## src/rtl/store_buffer.sv

```systemverilog
// Store buffer between the MEM stage and byte-addressed data memory: queues stores,
// drains one per cycle, and forwards or stalls loads that overlap queued stores.
module store_buffer #(
    parameter int unsigned DEPTH = 4,
    parameter int unsigned PTR_W = 2
) (
    input  logic        clk,
    input  logic        rstn,
    input  logic        req_valid,
    output logic        req_ready,
    input  logic        req_wr,
    input  logic [31:0] req_addr,
    input  logic [31:0] req_wdata,
    input  logic [1:0]  req_wbits,
    input  logic [2:0]  req_rbits,
    output logic        ld_valid,
    output logic [31:0] ld_data,
    output logic        sb_empty,
    output logic        dm_MemWr,
    output logic [1:0]  dm_MemWrBits,
    output logic        dm_MemR,
    output logic [2:0]  dm_MemRBits,
    output logic [31:0] dm_addr,
    output logic [31:0] dm_data,
    input  logic [31:0] dm_rdata
);

    // Load type codes shared with the data memory.
    localparam logic [2:0] MemRLw  = 3'b000;
    localparam logic [2:0] MemRLh  = 3'b001;
    localparam logic [2:0] MemRLhu = 3'b010;
    localparam logic [2:0] MemRLb  = 3'b011;
    localparam logic [2:0] MemRLbu = 3'b100;

    localparam logic [1:0] WBitsIllegal = 2'b11;
    localparam logic [PTR_W:0] FullCount = (PTR_W + 1)'(DEPTH);

    typedef enum logic [1:0] {
        LdNoHit,
        LdFwd,
        LdStall
    } ld_class_e;

    function automatic logic [2:0] st_size(input logic [1:0] wbits);
        unique case (wbits)
            2'b00:   st_size = 3'd4;
            2'b01:   st_size = 3'd2;
            2'b10:   st_size = 3'd1;
            default: st_size = 3'd4;
        endcase
    endfunction

    function automatic logic [2:0] ld_size(input logic [2:0] rbits);
        case (rbits)
            MemRLh, MemRLhu: ld_size = 3'd2;
            MemRLb, MemRLbu: ld_size = 3'd1;
            default:         ld_size = 3'd4;
        endcase
    endfunction

    function automatic logic [31:0] extend(input logic [31:0] d, input logic [2:0] rbits);
        case (rbits)
            MemRLw:  extend = d;
            MemRLh:  extend = {{16{d[15]}}, d[15:0]};
            MemRLhu: extend = {16'h0000, d[15:0]};
            MemRLb:  extend = {{24{d[7]}}, d[7:0]};
            MemRLbu: extend = {24'h000000, d[7:0]};
            default: extend = d;
        endcase
    endfunction

    logic [31:0]      addr_q [DEPTH];
    logic [31:0]      data_q [DEPTH];
    logic [1:0]       bits_q [DEPTH];
    logic [DEPTH-1:0] valid_q, valid_d;
    logic [PTR_W-1:0] head_q, head_d;
    logic [PTR_W-1:0] tail_q, tail_d;
    logic [PTR_W:0]   count_q, count_d;
    logic             ld_valid_q, ld_valid_d;
    logic [31:0]      ld_data_q, ld_data_d;

    logic             empty, full;
    logic             push, pop, ld_acc;
    logic [DEPTH-1:0] overlap;
    logic             hit;
    logic [PTR_W-1:0] young_idx;
    ld_class_e        ld_class;

    assign empty = (count_q == '0);
    assign full  = (count_q == FullCount);

    // Byte ranges use 33-bit arithmetic so a range ending at 0xFFFFFFFF cannot wrap.
    always_comb begin : overlap_calc
        logic [32:0] ld_lo, ld_hi, st_lo, st_hi;
        ld_lo   = {1'b0, req_addr};
        ld_hi   = ld_lo + {30'd0, ld_size(req_rbits)} - 33'd1;
        st_lo   = '0;
        st_hi   = '0;
        overlap = '0;
        for (int i = 0; i < int'(DEPTH); i++) begin
            st_lo      = {1'b0, addr_q[i]};
            st_hi      = st_lo + {30'd0, st_size(bits_q[i])} - 33'd1;
            overlap[i] = valid_q[i] && (st_lo <= ld_hi) && (ld_lo <= st_hi);
        end
    end

    // Valid entries are contiguous from head in age order, so the last hit is the youngest.
    always_comb begin : youngest_calc
        logic [PTR_W-1:0] idx;
        idx       = '0;
        hit       = 1'b0;
        young_idx = '0;
        for (int k = 0; k < int'(DEPTH); k++) begin
            idx = head_q + PTR_W'(k);
            if (overlap[idx]) begin
                hit       = 1'b1;
                young_idx = idx;
            end
        end
    end

    // Illegal-size entries never write DM, so they cannot be forwarded either.
    always_comb begin
        ld_class = LdNoHit;
        if (hit) begin
            if ((addr_q[young_idx] == req_addr) && (bits_q[young_idx] != WBitsIllegal) &&
                (st_size(bits_q[young_idx]) >= ld_size(req_rbits))) begin
                ld_class = LdFwd;
            end else begin
                ld_class = LdStall;
            end
        end
    end

    always_comb begin
        req_ready = 1'b0;
        if (req_wr) begin
            req_ready = !full;
        end else begin
            unique case (ld_class)
                LdNoHit: req_ready = empty;
                LdFwd:   req_ready = 1'b1;
                LdStall: req_ready = 1'b0;
                default: req_ready = 1'b0;
            endcase
        end
    end

    assign push   = req_valid && req_wr && !full;
    assign pop    = !empty;
    assign ld_acc = req_valid && !req_wr && req_ready;

    // The single DM address port belongs to the drain whenever anything is queued.
    assign dm_MemWr     = !empty;
    assign dm_MemWrBits = bits_q[head_q];
    assign dm_data      = data_q[head_q];
    assign dm_addr      = empty ? req_addr : addr_q[head_q];
    assign dm_MemR      = req_valid && !req_wr && (ld_class == LdNoHit) && empty;
    assign dm_MemRBits  = req_rbits;

    always_comb begin
        valid_d = valid_q;
        if (pop) begin
            valid_d[head_q] = 1'b0;
        end
        if (push) begin
            valid_d[tail_q] = 1'b1;
        end
        head_d  = head_q + PTR_W'(pop);
        tail_d  = tail_q + PTR_W'(push);
        count_d = count_q + (PTR_W + 1)'(push) - (PTR_W + 1)'(pop);
    end

    always_comb begin
        ld_valid_d = ld_acc;
        ld_data_d  = ld_data_q;
        if (ld_acc) begin
            ld_data_d = (ld_class == LdFwd) ? extend(data_q[young_idx], req_rbits) : dm_rdata;
        end
    end

    always_ff @(posedge clk or negedge rstn) begin
        if (!rstn) begin
            for (int i = 0; i < int'(DEPTH); i++) begin
                addr_q[i] <= '0;
                data_q[i] <= '0;
                bits_q[i] <= '0;
            end
            valid_q    <= '0;
            head_q     <= '0;
            tail_q     <= '0;
            count_q    <= '0;
            ld_valid_q <= 1'b0;
            ld_data_q  <= '0;
        end else begin
            if (push) begin
                addr_q[tail_q] <= req_addr;
                data_q[tail_q] <= req_wdata;
                bits_q[tail_q] <= req_wbits;
            end
            valid_q    <= valid_d;
            head_q     <= head_d;
            tail_q     <= tail_d;
            count_q    <= count_d;
            ld_valid_q <= ld_valid_d;
            ld_data_q  <= ld_data_d;
        end
    end

    assign ld_valid = ld_valid_q;
    assign ld_data  = ld_data_q;
    assign sb_empty = empty;

endmodule

```

## config.mk

```make
export PLATFORM = sky130hd
export DESIGN_NAME = store_buffer
export DESIGN_NICKNAME = d
export VERILOG_FILES = /design/src/rtl/store_buffer.sv
export SDC_FILE = /design/constraint.sdc
export NUM_CORES = 1
export LEC_CHECK = 0
export BUFFER_PORTS_ARGS = -buffer_cell sky130_fd_sc_hd__buf_2
export CAP_MARGIN = 25
export CORE_MARGIN = 4
export CORE_UTILIZATION = 50
export DETAILED_ROUTE_END_ITERATION = 10
export GPL_ROUTABILITY_DRIVEN = 0
export PLACE_DENSITY = 0.7
export SLEW_MARGIN = 5
export SYNTH_ARGS = -nofsm -noshare
export SYNTH_HDL_FRONTEND = slang
export SYNTH_SLANG_ARGS = --single-unit
```

## constraint.sdc

```tcl
create_clock -name clk -period 29.3 [get_ports clk]
set_input_delay 8.79 -clock clk [delete_from_list [all_inputs] [get_ports clk]]
set_output_delay 8.79 -clock clk [all_outputs]
set_load 0.01 [all_outputs]
```

; ---- After elaboration in Yosys (flattened, before gate mapping)
; Index checks and enable logic that the tools add are counted.
[word_totals]
mem_count = 0
output_inout_bits = 106
mem_bits_ro = 0
latch_bits = 0
ramBits = 0
input_bits = 105
elab_cells = 167
reg_bits = 308
[op_classes]
n_bitwise = 6
n_mux = 62
n_reduce_logical = 26
magnitude_cmp = 20
n_shift = 0
mul = 0
eq_ne = 18
n_addsub = 17
div_mod_pow = 0
[ops]
columns = cell, count
row1 = two-way mux 32 bit, 11
row2 = less-or-equal comparator 32 x 33 -> 1 bit, 8
row3 = binary-select mux 32 bit (select 2 bit), 4
row4 = bitwise mux 128 bit, 2
row5 = adder 32 x 3 -> 33 bit, 5
row6 = subtractor 33 x 1 -> 33 bit (second input constant), 5
row7 = one-hot mux 32 bit (4 select lines), 1
row8 = demux 32 bit (select 2 bit), 1
row9 = one-hot mux 3 bit (2 select lines), 6
row10 = equality test 32 bit, 1
row11 = two-way mux 2 bit, 11
row12 = logical AND 1 bit, 19
row13 = < comparator 2 x 3 -> 1 bit (second input constant), 5
row14 = equality test 2 x 1 -> 1 bit (second input constant), 6
row15 = two-way mux 1 bit, 11
row16 = equality test 2 bit (second input constant), 5
row17 = greater-or-equal comparator 3 bit (second input constant), 3
row18 = NOT 2 -> 3 bit, 3
row19 = binary-select mux 1 bit (select 2 bit), 4
row20 = binary-select mux 2 bit (select 2 bit), 2
row21 = bitwise mux 8 bit, 1
row22 = two-way mux 4 bit, 2
row23 = equality test 3 x 2 -> 1 bit (second input constant), 2
row24 = equality test 3 bit (second input constant), 2
row25 = other kinds (21), 29

; ---- Depth between registers and ports, before layout
[logic_depth]
ltp_word = 29
mapped_depth = 64
mapped_depth_nobuf = 54

; ---- Worst setup path after synthesis
; OpenSTA, ideal clock, no wires.
[synth_path]
kind = input-to-output
start = input req_rbits[1]
end = output req_ready
setup_slack_ns = 1.028
t_required_ns = 20.510
t_arrival_ns = 19.482
path_buffers = 8
stages = 61
cell_sequence = and3b_1 -> clkbuf_1 -> a21oi_1 -> and2_1 -> clkbuf_1 -> clkbuf_1 -> inv_1 -> ha_1 -> inv_1 -> fa_1 -> a21o_1 -> a21oi_1 -> o21bai_1 -> a21oi_1 -> o21bai_1 -> a21oi_1 -> o21bai_1 -> a21oi_1 -> [25 not listed] -> buf_4 -> buf_4 -> clkbuf_1 -> clkbuf_1 -> nand2_1 -> a21oi_1 -> or2_2 -> ha_1 -> inv_1 -> ha_1 -> nand2b_1 -> a21oi_1 -> o21ai_0 -> nand4_1 -> a311oi_1 -> o2111ai_1 -> nor3_1 -> o31a_1
[synth_via]
elab_chain_len = 28
elab_cells_between_ends = 60
classes_between = add/sub: 2 / order compare: 5 / eq/ne: 9 / mux: 30 / bitwise: 1 / reduce/logical: 13
[synth_rtl]
columns = element, line_no
row1 = "start, declared", 15  ; input logic [2:0] req_rbits,
row2 = equality test 3 bit (tied with other cells), 54  ; case (rbits)
row3 = OR reduction 2 bit, 54
row4 = one-hot mux 3 bit (2 select lines) *, 54
row5 = adder 32 x 3 -> 33 bit, 96  ; ld_hi = ld_lo + {30'd0, ld_size(req_rbits)} - 33'd1;
row6 = subtractor 33 x 1 -> 33 bit, 96
row7 = less-or-equal comparator 32 x 33 -> 1 bit, 103  ; overlap[i] = valid_q[i] && (st_lo <= ld_hi) && (ld_lo <= st_hi);
row8 = logical AND 1 bit (2 in series), 103
row9 = binary-select mux 1 bit (select 2 bit), 115  ; if (overlap[idx]) begin
row10 = [11 not listed], n/a
row11 = two-way mux 3 bit, 125  ; if (hit) begin
row12 = greater-or-equal comparator 3 bit, 127  ; (st_size(bits_q[young_idx]) >= ld_size(req_rbits))) begin
row13 = logical AND 1 bit, 126  ; if ((addr_q[young_idx] == req_addr) && (bits_q[young_idx] != WBitsIllegal) &&
row14 = two-way mux 2 bit, 126
row15 = two-way mux 2 bit *, 125
row16 = equality test 2 x 1 -> 1 bit / zero test 2 bit (equally long branches), 140  ; unique case (ld_class)
row17 = one-hot mux 1 bit (2 select lines) *, 140
row18 = two-way mux 1 bit *, 137  ; if (req_wr) begin
row19 = "end, declared", 10  ; output logic req_ready,
; Mark *: on every way between the ends. The rest lies on a longest branch, timed or not. The select of a mux whose other input is x is not followed.

; ---- Final worst setup path
; Same ends and word-level chain as after synthesis.

==> impl_summary.log <==
[metrics] Worst-Skew Late Latency: 0.58 ns
[metrics] vias in the first global route: 27300
[metrics] number of maximum-capacitance constraint violations: 0
[metrics] busiest grt layer: met2
[metrics] total DRC errors in the routed layout: 0
[metrics] clock-pin slew reported for the worst setup and hold paths after clock tree synthesis: about 0.06 ns
[metrics] part of the cycle the worst path needs: 98.0%
[metrics] class of the most critical setup path: primary input to output port
[metrics] aggregate routed wire length: 108000 um
[metrics] total global-route track usage: about a third
[metrics] status: finished clean
[metrics] H-tree level count: 2
[metrics] area of all placed cells without fillers: 0.0336 mm^2
[metrics] Hold WC Path Type: flip-flop to flip-flop
[metrics] number of core rows: 90
[metrics] maximum achievable frequency: ~0.035 GHz
[metrics] maximum clock insertion buffer count: 3
[metrics] area of all sequential standard cells: 0.00771 mm^2
[metrics] type of element capturing the critical path: output port
[metrics] Slew Limit Headroom: 25.6%
[metrics] remaining antenna violation count after routing: 0
[metrics] pins over their slew limit: 0
[metrics] ratio of cells with drive above 1 in the final layout: 15.0%
[metrics] Yosys warning total: 0
[metrics] crit start category: primary input
[metrics] worst setup skew after layout: ~0.021 ns
[metrics] DP Area: 0.0320 mm^2
[metrics] Post-synth top flop: sky130_fd_sc_hd__dfrtp_1
[metrics] die area: between 0.06 and 0.07 mm^2
[metrics] met3 track demand over resource: 7.37%
[metrics] average size of a mapped cell: 8.59 um^2
[metrics] core area: 0.0602 mm^2
[metrics] met2 track demand over resource in global routing: around half
[metrics] Yosys reg bits: 308
[metrics] Worst Reg2Reg Path Length in Cells: 52
[metrics] initial core utilization: 50.3%
[metrics] least setup slack across all paths after layout: 0.589 ns
[metrics] placement-stage worst setup slack: 0.332 ns
[metrics] I/O Pins: roughly 210
[metrics] synthesis-to-layout area growth: 10.7%
[metrics] detailed-router iteration count before antenna repair: 8
[metrics] most prevalent standard cell on the critical path: sky130_fd_sc_hd__a21oi_1
[metrics] core utilization of the finished layout: between 50 and 60%
[metrics] initial antenna violation count: 9
[metrics] synthesized netlist net count: 4081
[metrics] DR vias: 28700
[metrics] number of setup violations in the final report: 0
[metrics] Die Span X: 254 um
[metrics] number of clock buffers inserted by TritonCTS: 39
[metrics] crit path DAT: 19.92 ns
[metrics] met1 usage in global routing: 44.1%
[metrics] Post-synth EDFFs: 0
[metrics] count of endpoints failing hold in the final timing report: 0
[metrics] largest net degree at the start of global routing: 107
[metrics] final-layout fill cell count: about 5500
[metrics] Multi-input gate area: 0.0210 mm^2
[metrics] Clock Tree Root: sky130_fd_sc_hd__clkbuf_16
[metrics] Worst path slowest cell: sky130_fd_sc_hd__mux4_2
[metrics] Routed WL per cell: 24.1 um
[metrics] die height: 254 um
[metrics] synthesized instance count: 3528
[metrics] Buffers on Ports: 210
[metrics] final net count: 4219
[metrics] delay of the slowest cell on the worst path: 0.60 ns
[metrics] sequential share of the synthesized area: about a quarter
[metrics] ratio of routed vias to standard cells: 6.39
[metrics] number of distinct library cells after synthesis: 91
[metrics] number of cells on the worst hold path: 1
[metrics] number of violations reported at the end of detailed-routing iteration 0: 3162
[metrics] number of sinks on the clock net: 308
[metrics] CP required: 20.51 ns
[metrics] Worst Max-Slew Pin Slew: approximately 1.1 ns
[metrics] Post-Synthesis Cell Area: 0.0303 mm^2
[metrics] clock tree from TritonCTS: yes
[metrics] maximum fanout along the worst path: 23
[metrics] hold-fix buffers at CTS: 0
[metrics] first-pass GRT wire length: 164000 um
[metrics] time the final worst path needs with I/O delays and setup: 28.71 ns
[metrics] fraction of registers with async set/reset: 100%
[metrics] GRT overflow: 0
[metrics] Detail Placement HPWL: ~82000 um
area by class of cell:
| type | count | area share [%] |
|---|---|---|
| diodes | 5 | 0.0373 |
| clock buffers | 57 | 3.38 |
| clock inverters | 15 | 0.742 |
| inverters | 300 | 3.36 |
| multi-input cells | 2773 | 62.6 |
| flip-flops and latches | 308 | 23.0 |
| well taps | 782 | 2.92 |
| repair buffers | 244 | 4.03 |
repair_timing:
action                                  in CTS  in global routing
gates resized for setup                      0                  7
setup buffers                                0                  0
endpoints found under the setup margin       0                  1
flip-flops by register name (all words and copies together) (netlist names):
signal    cells
tail_q        2
ld_data      32
addr_q      128
bits_q        8
head_q        2
data_q      128
count_q       3
ld_valid      1
valid_q       4
worst paths after layout:
check	from	endpoint	slack, ns
max in group asynchronous	rstn	data_q[56]$_DFFE_PN0P_	19.09
max	req_rbits[1]	req_ready	0.59
max reg2reg	bits_q[3]$_DFFE_PN0P_	ld_data[25]$_DFFE_PN0P_	15.45
min in group asynchronous	rstn	data_q[8]$_DFFE_PN0P_	8.29
min reg2reg	ld_data[23]$_DFFE_PN0P_	ld_data[23]$_DFFE_PN0P_	0.49
min	ld_data[23]$_DFFE_PN0P_	ld_data[23]$_DFFE_PN0P_	0.49
stage by stage:
step           std cells  TNS, ns  hold slack (ns)
2_1_floorplan       3528        0            0.443
3_3_place_gp        4400        0            0.469
3_5_place_dp        4402        0            0.475
4_1_cts             4474        0            0.488
5_1_grt             4484  -0.0155            0.501
6_report            4484        0            0.485
placed cells by master (no fill, tap or decap), types with 82 or more instances in the layout:
cell and n:
sky130_fd_sc_hd__nor3_1 82, sky130_fd_sc_hd__xnor2_1 107, sky130_fd_sc_hd__a21o_1 90, sky130_fd_sc_hd__a21oi_1 234, sky130_fd_sc_hd__ha_1 442, sky130_fd_sc_hd__mux2_2 131, sky130_fd_sc_hd__inv_1 298, sky130_fd_sc_hd__nand3_1 130
sky130_fd_sc_hd__dfrtp_1 306, sky130_fd_sc_hd__o21ai_0 306, sky130_fd_sc_hd__buf_2 211, sky130_fd_sc_hd__nand2_1 406, sky130_fd_sc_hd__nor2_1 145
worst max-delay path, delay by kind of cell:
| kind | cells | cell delay, ns |
|---|---|---|
| AOI/OAI and AO/OA | 30 | 6.03 |
| and+or+nand+nor | 13 | 2.33 |
| adders and majority gates | 5 | 1.42 |
| muxes | 1 | 0.60 |
| buffers and inverters | 5 | 0.45 |
| xor gates and xnor gates | 1 | 0.26 |
Yosys cell counts (11+ instances only):
cell type	count	area [um^2]
sky130_fd_sc_hd__ha_1	442	5530
sky130_fd_sc_hd__nand2_1	408	1530
sky130_fd_sc_hd__dfrtp_1	308	7710
sky130_fd_sc_hd__o21ai_0	307	1540
sky130_fd_sc_hd__inv_1	298	1120
sky130_fd_sc_hd__a21oi_1	235	1180
sky130_fd_sc_hd__nor2_1	148	556
sky130_fd_sc_hd__mux2_2	131	1480
sky130_fd_sc_hd__nand3_1	131	656
sky130_fd_sc_hd__clkbuf_1	110	413
sky130_fd_sc_hd__xnor2_1	107	937
sky130_fd_sc_hd__a21o_1	90	676
sky130_fd_sc_hd__nor3_1	83	415
sky130_fd_sc_hd__mux4_2	67	1510
sky130_fd_sc_hd__xor2_1	63	552
sky130_fd_sc_hd__nand4_1	54	338
sky130_fd_sc_hd__o21bai_1	45	338
sky130_fd_sc_hd__a211oi_1	44	330
sky130_fd_sc_hd__o21a_1	44	330
sky130_fd_sc_hd__a31oi_1	33	206
sky130_fd_sc_hd__o211ai_1	31	233
sky130_fd_sc_hd__nor2b_1	28	175
sky130_fd_sc_hd__nand2b_1	27	169
sky130_fd_sc_hd__a211o_1	14	123
sky130_fd_sc_hd__buf_1	14	52.6
sky130_fd_sc_hd__a2111oi_0	13	114
sky130_fd_sc_hd__and3_1	13	81.3
sky130_fd_sc_hd__buf_2	13	65.1
sky130_fd_sc_hd__o22ai_1	13	81.3
sky130_fd_sc_hd__nor4_1	11	68.8
logic make-up (layout without fill, tap and decap cells):
kind of cell / Yosys count / count (layout) / synth area share [%]
adder cells (fa/ha/maj): 451 / 451 / 18.7
XOR/XNOR: 172 / 172 / 5.04
other: 0 / 5 / 0
AND/OR/NAND/NOR: 956 / 957 / 14.4
AO/OA/AOI/OAI: 986 / 986 / 20.5
flip-flops: 308 / 308 / 25.4
buffers and inverters: 448 / 616 / 5.77
multiplexers: 207 / 207 / 10.1
layer usage:
metal  share of wire [%]  vias up
met5               0.025        -
met4                 6.1        4
met3                  10      390
met2                  44     1513
met1                  40    13700
li1                    -    13100
Power is left out: the tool's default activity adds up to more than one toggle a clock period on the data nets, which glitch-free logic cannot reach.
